### src/rtl/sobel_pkg.sv
// Shared definitions for the Sobel 3x3 window generator: default pixel width,
// tap width used by the convolution stage, and the window FSM states.
package sobel_pkg;

  localparam int unsigned DEF_PIX_W = 8;
  localparam int unsigned WIN_W     = 9;

  typedef enum logic {
    S_FILL,
    S_RUN
  } win_state_e;

endpackage

### src/rtl/line_buffer.sv
// One image row of pixel storage, addressed by column. The read returns the
// old contents of the addressed entry; the write lands at the clock edge.
module line_buffer
  import sobel_pkg::*;
#(
  parameter int unsigned DEPTH = 64,
  parameter int unsigned WIDTH = DEF_PIX_W
) (
  input  logic                     clk,
  input  logic                     wr_en_i,
  input  logic [$clog2(DEPTH)-1:0] addr_i,
  input  logic [WIDTH-1:0]         wr_data_i,
  output logic [WIDTH-1:0]         rd_data_o
);

  // Contents are deliberately not reset; the fill rows keep stale data out.
  logic [WIDTH-1:0] mem_q [DEPTH];

  assign rd_data_o = mem_q[addr_i];

  always_ff @(posedge clk) begin
    if (wr_en_i) begin
      mem_q[addr_i] <= wr_data_i;
    end
  end

endmodule

### src/rtl/sobel_window_gen.sv
// Streaming 3x3 window generator feeding the Sobel convolution stage.
// Optional feature: define WIN_SOF_SYNC_EN to add the pix_sof frame-resync input.
module sobel_window_gen
  import sobel_pkg::*;
#(
  parameter int unsigned IMG_W = 64,
  parameter int unsigned IMG_H = 64,
  parameter int unsigned PIX_W = DEF_PIX_W
) (
  input  logic                    clk,
  input  logic                    rstb,
  input  logic [PIX_W-1:0]        pix_in,
  input  logic                    pix_valid,
  output logic                    pix_ready,
`ifdef WIN_SOF_SYNC_EN
  input  logic                    pix_sof,
`endif
  output logic signed [WIN_W-1:0] win_data_1,
  output logic signed [WIN_W-1:0] win_data_2,
  output logic signed [WIN_W-1:0] win_data_3,
  output logic signed [WIN_W-1:0] win_data_4,
  output logic signed [WIN_W-1:0] win_data_5,
  output logic signed [WIN_W-1:0] win_data_6,
  output logic signed [WIN_W-1:0] win_data_7,
  output logic signed [WIN_W-1:0] win_data_8,
  output logic signed [WIN_W-1:0] win_data_9,
  output logic                    win_valid,
  input  logic                    win_ready,
  output logic                    frame_done
);

  localparam int unsigned CW = $clog2(IMG_W);
  localparam int unsigned RW = $clog2(IMG_H);
  localparam logic [CW-1:0] COL_LAST = CW'(IMG_W - 1);
  localparam logic [RW-1:0] ROW_LAST = RW'(IMG_H - 1);

  win_state_e      state_q, state_d;
  logic [CW-1:0]   col_q, col_d;
  logic [RW-1:0]   row_q, row_d;
  logic            win_valid_q, win_valid_d;
  logic            frame_done_q, frame_done_d;
  logic [PIX_W-1:0] win_q [3][3];
  logic [PIX_W-1:0] win_d [3][3];

  logic            acc;
  logic            sof_acc;
  logic            qualify;
  logic            last_pix;
  logic [CW-1:0]   lb_addr;
  logic [PIX_W-1:0] lb0_rd;
  logic [PIX_W-1:0] lb1_rd;

  assign pix_ready = !win_valid_q || win_ready;
  assign acc       = pix_valid && pix_ready;

`ifdef WIN_SOF_SYNC_EN
  assign sof_acc = acc && pix_sof;
`else
  assign sof_acc = 1'b0;
`endif

  // A start-of-frame pixel lands at column 0 regardless of the current count.
  assign lb_addr  = sof_acc ? '0 : col_q;
  assign last_pix = (row_q == ROW_LAST) && (col_q == COL_LAST);
  assign qualify  = (state_q == S_RUN) && (col_q >= CW'(2)) && !sof_acc;

  line_buffer #(.DEPTH(IMG_W), .WIDTH(PIX_W)) u_lb0 (
    .clk       (clk),
    .wr_en_i   (acc),
    .addr_i    (lb_addr),
    .wr_data_i (pix_in),
    .rd_data_o (lb0_rd)
  );

  line_buffer #(.DEPTH(IMG_W), .WIDTH(PIX_W)) u_lb1 (
    .clk       (clk),
    .wr_en_i   (acc),
    .addr_i    (lb_addr),
    .wr_data_i (lb0_rd),
    .rd_data_o (lb1_rd)
  );

  always_comb begin
    state_d      = state_q;
    col_d        = col_q;
    row_d        = row_q;
    win_valid_d  = win_valid_q;
    frame_done_d = frame_done_q;
    win_d        = win_q;

    if (acc) begin
      unique case (state_q)
        S_FILL: if (!sof_acc && col_q == COL_LAST && row_q == RW'(1)) state_d = S_RUN;
        S_RUN:  if (sof_acc || last_pix) state_d = S_FILL;
        default: state_d = S_FILL;
      endcase

      if (sof_acc) begin
        col_d = CW'(1);
        row_d = '0;
      end else if (col_q == COL_LAST) begin
        col_d = '0;
        row_d = (row_q == ROW_LAST) ? '0 : row_q + RW'(1);
      end else begin
        col_d = col_q + CW'(1);
      end

      for (int unsigned r = 0; r < 3; r++) begin
        win_d[r][0] = win_q[r][1];
        win_d[r][1] = win_q[r][2];
      end
      win_d[0][2] = lb1_rd;
      win_d[1][2] = lb0_rd;
      win_d[2][2] = pix_in;
    end

    // The presented window is either consumed or absent whenever pix_ready is high.
    if (pix_ready) begin
      win_valid_d  = acc && qualify;
      frame_done_d = acc && qualify && last_pix;
    end
  end

  always_ff @(posedge clk or negedge rstb) begin
    if (!rstb) begin
      state_q      <= S_FILL;
      col_q        <= '0;
      row_q        <= '0;
      win_valid_q  <= 1'b0;
      frame_done_q <= 1'b0;
      for (int unsigned r = 0; r < 3; r++) begin
        for (int unsigned c = 0; c < 3; c++) begin
          win_q[r][c] <= '0;
        end
      end
    end else begin
      state_q      <= state_d;
      col_q        <= col_d;
      row_q        <= row_d;
      win_valid_q  <= win_valid_d;
      frame_done_q <= frame_done_d;
      win_q        <= win_d;
    end
  end

  function automatic logic [WIN_W-1:0] to_tap(input logic [PIX_W-1:0] p);
    return {{(WIN_W - PIX_W){1'b0}}, p};
  endfunction

  assign win_valid  = win_valid_q;
  assign frame_done = frame_done_q;
  assign win_data_1 = to_tap(win_q[0][0]);
  assign win_data_2 = to_tap(win_q[0][1]);
  assign win_data_3 = to_tap(win_q[0][2]);
  assign win_data_4 = to_tap(win_q[1][0]);
  assign win_data_5 = to_tap(win_q[1][1]);
  assign win_data_6 = to_tap(win_q[1][2]);
  assign win_data_7 = to_tap(win_q[2][0]);
  assign win_data_8 = to_tap(win_q[2][1]);
  assign win_data_9 = to_tap(win_q[2][2]);

endmodule

### config.mk
export PLATFORM = sky130hd
export DESIGN_NAME = sobel_window_gen
export DESIGN_NICKNAME = d
export VERILOG_FILES = /design/src/rtl/sobel_pkg.sv /design/src/rtl/line_buffer.sv /design/src/rtl/sobel_window_gen.sv
export SDC_FILE = /design/constraint.sdc
export NUM_CORES = 1
export LEC_CHECK = 0
export ABC_CLOCK_PERIOD_IN_PS = 5200
export BUFFER_PORTS_ARGS = -buffer_cell sky130_fd_sc_hd__buf_4
export CORE_MARGIN = 5
export CORE_UTILIZATION = 45
export DETAILED_ROUTE_END_ITERATION = 10
export PLACE_DENSITY_LB_ADDON = 0.2
export SYNTH_ARGS = -nofsm -noshare
export SYNTH_HDL_FRONTEND = slang
export SYNTH_HIERARCHICAL = 1
export SYNTH_SLANG_ARGS = --single-unit
export TNS_END_PERCENT = 1
### constraint.sdc
create_clock -name clk -period 5.2 [get_ports clk]
set_input_delay 0.52 -clock clk [delete_from_list [all_inputs] [get_ports clk]]
set_output_delay 0.52 -clock clk [all_outputs]
set_load 0.05 [all_outputs]
==> metrics.txt <==
I/O pin count=96; port bufs=86; die width=around 320 microns; grt ovf=0; share of layout cells above drive strength 1=15.8%; commonest cells in the netlist=edfxtp_1, nand2_1, nor2_1; CTS tree=yes; vias in the first global route=25321; Post-CTS Setup Bufs=0; later-pin clock latency in the skew report=690 ps; Syn Area/Cell=16.2 sq um; most numerous cell in the Yosys netlist=edfxtp_1; WL final=116 mm; Pleak=approximately 17 nW; initial antenna violation count=0; clk buf depth=3; Setup crit end kind=register; routability cong.=0.854; Placed Cells=around 4000; H-tree levels=3; first-pass GRT wire length=171 mm; VDD IR max=roughly 550 uV; Hold Fails Final Rpt=0; Yosys top cell area share=about 70%; largest net degree at the start of global routing=85; CP max FO=65; nets=between 2000 and 3000; Final min period=4690 ps; Max Clk Rate=roughly 0.21 GHz; Post-CTS Resized=0; Inserted Clock Buffers=110; R2R depth=7; Starting Density=45.5%; WP data required=~5600 ps; unrepaired setup endpoints after global routing=false; fillers=slightly below 8000; synth top area cells=edfxtp_1, dfrtp_1, mux4_2; Synth Cell Area=between 40000 and 50000 sq um; Worst slew margin=between 8 and 9%; Synth Flop Type=edfxtp_1; Critical Path AT=slightly above 5000 ps; DR vias=between 20000 and 30000; Fin Clk Skew=about 24 ps; max-capacitance violation count=0; Reg area=~33000 sq um; Slew Limit Fails=0; Fin Setup TNS=0 ps; Synth Instances=2717; Tcrit/Tclk final=between 90% and 100%; die height=between 300 and 400 microns; Cell variety after synth=66; final setup vio count=0; synthesized flop and latch total=1111; row cnt=about 110; synthesis-to-finish area growth=13.0%; DR vias/cell=around 6; CP startpoint kind=register; asr flop ratio synth=under 10%; Clock Sinks=approximately 1100; DR DRC count=0; Tot Pwr=just under 30 mW; Core ar.=between 90000 and 100000 sq um; crit path kind=reg -> reg; Yosys Warn Count=6; Non-Filler Instances=4191; multi-input logic area=10300 sq um; initial drt markers=2884; DR pass1 iterations=8; die area=~100000 sq um; worst hold path type=in -> reg; clock root buffer master=clkbuf_16; Worst-path clk slew=60 ps; HPWL after DPL=71.3 mm; EDFF count, synth=about 1000; Routed WL per cell=27.7 microns; area leader, netlist=edfxtp_1; Post-DRT Antenna Nets=0; CTS Hold Bufs=1; Tot GR Track Use=22.0%; Power per Cell Area=between 500 and 600 nW/um^2; outcome=completed; actual slew at the worst max-slew pin=1360 ps; hold path depth=3; sequential element share of the synthesized area=approximately three quarters
-- state kept, by name, summed over array words and instances (netlist names) --
register     flops
col_q            6
frame_done       1
row_q            6
state_q          1
u_lb0/mem_q    512
u_lb1/mem_q    512
win_data_1       8
win_data_2       8
win_data_3       8
win_data_4       8
win_data_5       8
win_data_6       8
win_data_7       8
win_data_8       8
win_data_9       8
win_valid        1
-- cells in the final DEF, fill, tap and decap left out, drive strengths merged, types with 31 or more instances in the layout --
cell / n
edfxtp: 1024
nand2: 316
buf: 172
nor2: 165
clkbuf: 144
mux2i: 126
dfrtp: 87
mux4: 82
a22oi: 80
a21oi: 60
nand2b: 51
clkinv: 49
o22ai: 44
a221oi: 42
a31oi: 31
-- layer usage --
layer  wire, microns  GRT usage (%)  vias to the layer above
li1                -              -                    10887
met5               0              0                        -
met2           56200           35.9                     1128
met4            4540           7.88                        0
met1           47100           30.3                    13146
met3            8150           3.47                      240
-- report_power, final --
group | internal (mW) | switching, mW
registers | 11.9 | 0.406
clock network | 4.50 | 3.28
logic | 2.60 | 6.35
total | 19.0 | 10.0
-- final timing paths --
check,from,end,slack [ps]
min in group asynchronous,rstb,win_data_2[1]$_DFFE_PN0P_,280
min reg2reg,win_data_1[6]$_DFFE_PN0P_,win_data_1[6]$_DFFE_PN0P_,480
max reg2reg,col_q[1]$_DFFE_PN0P_,u_lb1/mem_q[40][1]$_DFFE_PP_,510
min,pix_valid,win_valid$_DFFE_PN0N_,170
max in group asynchronous,rstb,col_q[1]$_DFFE_PN0P_,3740
max,col_q[1]$_DFFE_PN0P_,u_lb1/mem_q[40][1]$_DFFE_PP_,510
-- cell families (layout without fill, tap and decap cells) --
kind of cell               after synthesis  in the layout  synth area share, %
AOI/OAI and AO/OA                      461            461                 7.77
xor gates and xnor gates                 4              4               0.0794
adders and majority gates                4              4                0.113
buffers and inverters                  199            388                 2.22
DFF                                   1111           1111                 74.6
muxes                                  233            233                 7.68
other                                    1             10              0.00850
and+or+nand+nor                        704            704                 7.54
-- stage by stage --
step                      setup slack, ps  cell area [sq um]  hold WS (ps)  utilization [%]
final                                 507              49900           168             51.4
after global routing                  474              49900           169             51.4
after CTS                             550              49900           130             51.4
after detailed placement              580              46300           447             47.7
after global placement                683              46300           439             47.7
after floorplan                      1560              44200           224                -
-- worst max-delay path: stages, from the launching register on --
cell and delay (ps):
dfrtp_4 790, buf_12 320, and2_1 700, a22oi_1 210, and3_1 240, o311ai_0 1120
or4_2 280, buf_4 570
-- area by class of cell --
type                    instances  area share, %
diodes                          1        0.00502
clock buffers                 144           6.01
clock inverters                60           1.13
inverters                      11         0.0828
multi-input cells            1415           20.6
flip-flops and latches       1111           66.0
well taps                    1276           3.20
repair buffers                173           2.93
(Power assumes the default switching activity.)
